**config.mk**
```make
export PLATFORM = sky130hd
export DESIGN_NAME = tdm_demux4
export DESIGN_NICKNAME = d
export VERILOG_FILES = /design/src/rtl/tdm_pkg.sv /design/src/rtl/tdm_demux4.sv
export SDC_FILE = /design/constraint.sdc
export NUM_CORES = 1
export LEC_CHECK = 0
export CORE_AREA = 2 2 39 41
export CTS_BUF_LIST = sky130_fd_sc_hd__clkbuf_8
export DETAILED_ROUTE_END_ITERATION = 7
export DIE_AREA = 0 0 41 43
export PLACE_DENSITY = 0.71
export SYNTH_ARGS = -nofsm -noshare
export SYNTH_HDL_FRONTEND = slang
export SYNTH_SLANG_ARGS = --single-unit
```
**constraint.sdc**
```tcl
create_clock -name clk -period 1.7 [get_ports clk]
set_input_delay 0.17 -clock clk [delete_from_list [all_inputs] [get_ports clk]]
set_output_delay 0.17 -clock clk [all_outputs]
set_load 0.01 [all_outputs]
```
**src/rtl/tdm_pkg.sv**
```systemverilog
// tdm_pkg
// Shared definitions for the TDM mux/demux path.
//   state_t        : receiver alignment state (HUNT, LOCKED)
//   SLOT_A..SLOT_D : slot indices, identical to the 4:1 mux select
//                    encoding {s1,s0}, so slot n feeds channel a/b/c/d.
package tdm_pkg;

  typedef enum logic {
    HUNT   = 1'b0,
    LOCKED = 1'b1
  } state_t;

  localparam logic [1:0] SLOT_A = 2'b00;
  localparam logic [1:0] SLOT_B = 2'b01;
  localparam logic [1:0] SLOT_C = 2'b10;
  localparam logic [1:0] SLOT_D = 2'b11;

endpackage

```
**src/rtl/tdm_demux4.sv**
```systemverilog
// tdm_demux4
// Receive end of the 4:1 TDM path. Accepts one sample per valid cycle,
// aligns to frame_sync (marks slot 0), collects slots 0..2 in shadow
// registers and publishes a complete frame to a..d atomically on the edge
// that accepts the slot-3 sample.
// Ports:
//   clk, rst_n            : clock, asynchronous active-low reset
//   din, din_valid        : multiplexed sample and its qualifier
//   frame_sync            : marks the accepted sample as slot 0
//   a, b, c, d            : registered channel outputs (slots 0..3)
//   frame_valid           : one-cycle pulse, a..d just got a new frame
//   slot                  : index of the slot expected next
//   locked                : high while aligned (LOCKED)
//   sync_err              : one-cycle pulse on an alignment violation
module tdm_demux4
  import tdm_pkg::*;
#(
  parameter int WIDTH = 1
) (
  input  logic             clk,
  input  logic             rst_n,
  input  logic [WIDTH-1:0] din,
  input  logic             din_valid,
  input  logic             frame_sync,
  output logic [WIDTH-1:0] a,
  output logic [WIDTH-1:0] b,
  output logic [WIDTH-1:0] c,
  output logic [WIDTH-1:0] d,
  output logic             frame_valid,
  output logic [1:0]       slot,
  output logic             locked,
  output logic             sync_err
);

  state_t           state;
  logic [WIDTH-1:0] shadow_0;
  logic [WIDTH-1:0] shadow_1;
  logic [WIDTH-1:0] shadow_2;

  // Alignment FSM, slot counter, shadow capture and output publish.
  // The slot-3 sample goes straight to d so the frame lands in a single edge.
  always_ff @(posedge clk or negedge rst_n) begin
    if (!rst_n) begin
      state       <= HUNT;
      slot        <= SLOT_A;
      locked      <= 1'b0;
      shadow_0    <= '0;
      shadow_1    <= '0;
      shadow_2    <= '0;
      a           <= '0;
      b           <= '0;
      c           <= '0;
      d           <= '0;
      frame_valid <= 1'b0;
      sync_err    <= 1'b0;
    end else begin
      frame_valid <= 1'b0;
      sync_err    <= 1'b0;
      if (din_valid) begin
        case (state)
          HUNT: begin
            if (frame_sync) begin
              shadow_0 <= din;
              slot     <= SLOT_B;
              state    <= LOCKED;
              locked   <= 1'b1;
            end
          end
          LOCKED: begin
            if (slot == SLOT_A) begin
              if (frame_sync) begin
                shadow_0 <= din;
                slot     <= SLOT_B;
              end else begin
                // Missing sync: drop sample and realign; a..d keep last frame.
                sync_err <= 1'b1;
                state    <= HUNT;
                locked   <= 1'b0;
              end
            end else if (frame_sync) begin
              // Early sync restarts the frame; stale shadows get overwritten.
              sync_err <= 1'b1;
              shadow_0 <= din;
              slot     <= SLOT_B;
            end else begin
              case (slot)
                SLOT_B: begin
                  shadow_1 <= din;
                  slot     <= SLOT_C;
                end
                SLOT_C: begin
                  shadow_2 <= din;
                  slot     <= SLOT_D;
                end
                default: begin
                  a           <= shadow_0;
                  b           <= shadow_1;
                  c           <= shadow_2;
                  d           <= din;
                  frame_valid <= 1'b1;
                  slot        <= SLOT_A;
                end
              endcase
            end
          end
          default: begin
            state  <= HUNT;
            slot   <= SLOT_A;
            locked <= 1'b0;
          end
        endcase
      end
    end
  end

endmodule
```
==> flow_summary.ini <==
[status]
outcome = finished clean

[power]
switchingPower_mw = 0.445
power_density_nw_per_um2 = 1650
p_clk_share_pct = 19.6
p_int_mw = 0.917
vdd_drop_max_v = 0.000946
seqPwrFrac_pct = 37.7
p_comb_share_pct = 42.7
p_leak_nw = 0.379
swShare_pct = 32.7

[floorplan]
die-area_um2 = 1760
core_um2 = 1380
dieHeight_um = 43
num_rows = 14
ios = 14
die_w_um = 41
start_util_pct = 43.8

[global_routing]
grt_max_degree = 14
grt-ovfl-total = 0
top_usage_layer = met2
grt_usage_pct = 16.4
antenna_found_initial = 0
grt_pass1_vias = 428
grt_pass1_wl_mm = 1.91
use_met2_pct = 22.8
met1_usage_pct = 22.0
gr-usage-met3_pct = 5.76

[run]
cap_violations = 0

[setup_path]
arrival_ps = 1720
cp_max_fo = 4
crit_type = reg -> reg
rrSetupSlack_ps = 100
worstRegToRegCells = 6
cp-startpoint = slot[0]
crit_end = c
start_kind = flip-flop
required_ps = 1820
r2r_start = slot[0]
timing.rr.end = c
cp-end-kind = flip-flop

[clock_tree]
cts_tree = yes
numClockSinks = 13
htree_levels = 1
cts_buffers = 3
cts_buffer_depth = 2
postCtsHoldBufs = 0
cts-root-buf = clkbuf_8
clk_pin_slew_worst_paths_ps = 50
clk_latency_ps = 240

[yosys]
synth.distinct_cells = 20
synthesis.nets = 59
ys_ff_latch = 13
syn_avg_cell_area_um2 = 12.4
syn-cell-area_um2 = 606
synth_cells = 49
ys_seq_area_share_pct = 53.7
ys_warn_count = 0

[finish]
regMostFlops = slot
final_area_um2 = 827
syn_to_final_growth_pct = 36.6
antenna_cells = 0
nets = 79
largest_reg_flops = 2
drive_above_1_share_pct = 20.6

[routing]
drcViolationCount = 0
via_per_inst = 5.18
wire_per_inst_um = 13.8
drt_iter0_drc = 5
ant_nets = 0
via_count = 435
routed_wl_mm = 1.16
firstDrtPassIters = 2

[place]
place_congestion = 0.691
dp_hpwl_um = 825
io_buffers = 13
place_area_um2 = 763

[timing]
worstMarginPinSlew_ps = 591
skew_ps = 1.57
slew_headroom_pct = 60.5
finalHoldViolCount = 0
final-max-slew-violation-count = 0
tns_ps = 0
fin_crit_sh_pct = 94.2
period_minus_slack_ps = 1600
rsz0062_at_grt = false
fmax_mhz = 625
setup-violations-final = 0

[worst_hold_path]
hold_class = in -> async
-- cells in the final DEF (no fill, tap or decap), drive strengths merged --
cell type / n
mux2: 7
a2bb2oi: 1
nand2: 2
nand4: 3
inv: 6
buf: 3
clkbuf: 3
clkdlybuf4s50: 13
nand3b: 1
or3: 1
and2b: 1
dfrtp: 13
a21oi: 3
and3: 1
ha: 5
o21ai: 1
nor2: 1
a31oi: 1
nand3: 1
o221ai: 1
-- Yosys cell counts --
cell type	n	share of area, %
nor2_1	1	0.62
mux2_2	6	11
nand4_1	2	2.1
nand3b_1	1	1.2
a31oi_1	1	1.0
inv_1	5	3.1
dfrtp_1	13	54
ha_1	5	10
or3_1	1	1.0
a2bb2oi_1	1	1.4
nand3_1	1	0.83
and3_1	1	1.0
o21ai_0	1	0.83
buf_4	1	1.2
and2b_1	1	1.2
a21oi_1	3	2.5
o221ai_1	1	1.4
nand4_2	1	2.1
nand2_1	2	1.2
mux2_1	1	1.9
-- critical path, cell delays in order (launching register included) --
cell and delay (ps):
dfrtp_1 400, inv_1 110, ha_2 220, inv_1 60, ha_1 230, nand4_4 130
mux2_2 350
-- power groups by stage --
stage               Combinational, mW  Sequential [mW]  Clock, mW
floorplan                       0.256            0.544          0
global placement                0.528            0.512          0
detailed placement              0.541            0.515          0
CTS                             0.542            0.509      0.272
global route                    0.645            0.534      0.286
finish                          0.581            0.513      0.267
-- worst min-delay path by stage --
stage	start	slack (ps)	endpoint	depth (start not counted)
floorplan	rst_n	-130	a	0
global placement	shadow_1	480	shadow_1	1
detailed placement	shadow_2	490	shadow_2	1
CTS	rst_n	320	d	1
global route	rst_n	350	d	1
finish	rst_n	310	d	1
-- cell type report --
cell class / instances / area [µm²]
fill: 123 / 557
clock buffer: 3 / 41.3
inverter: 5 / 18.8
multi-input combinational: 30 / 265
tap: 16 / 20.0
clock inverter: 1 / 3.75
timing repair buffer: 16 / 153
sequential: 13 / 325
-- metal layers --
metal | share of wire (%) | vias to the layer above
met5 | 0 | -
met4 | 0.78 | 0
met3 | 5.3 | 2
met2 | 49 | 11
met1 | 45 | 213
li1 | - | 209
-- cell families (layout without fill, tap and decap cells) --
logic type | count (synthesis) | after routing | share of synthesized area [%]
buffers and inverters | 6 | 25 | 4.34
flip-flops | 13 | 13 | 53.7
AND/OR/NAND/NOR | 11 | 11 | 11.4
multiplexers | 7 | 7 | 13.0
AO/OA/AOI/OAI | 7 | 7 | 7.23
adder cells (fa/ha/maj) | 5 | 5 | 10.3
-- per-stage QoR --
stage | total power [mW] | hold WS (ps) | utilization, % | setup slack (ps) | cells
floorplan | 0.800 | -126 | - | 162 | 49
global placement | 1.04 | 482 | 55.2 | 125 | 79
detailed placement | 1.06 | 494 | 55.2 | 83.8 | 79
CTS | 1.32 | 320 | 58.4 | 70.2 | 83
global route | 1.46 | 350 | 59.8 | 14.2 | 84
finish | 1.36 | 306 | 59.8 | 99.3 | 84
-- timing repair --
action / 4_1_cts / 5_1_grt
setup buffers: 0 / 1
setup endpoints to repair: 0 / 4
gates resized for setup: 0 / 2
Power figures use the tool's default switching activity.
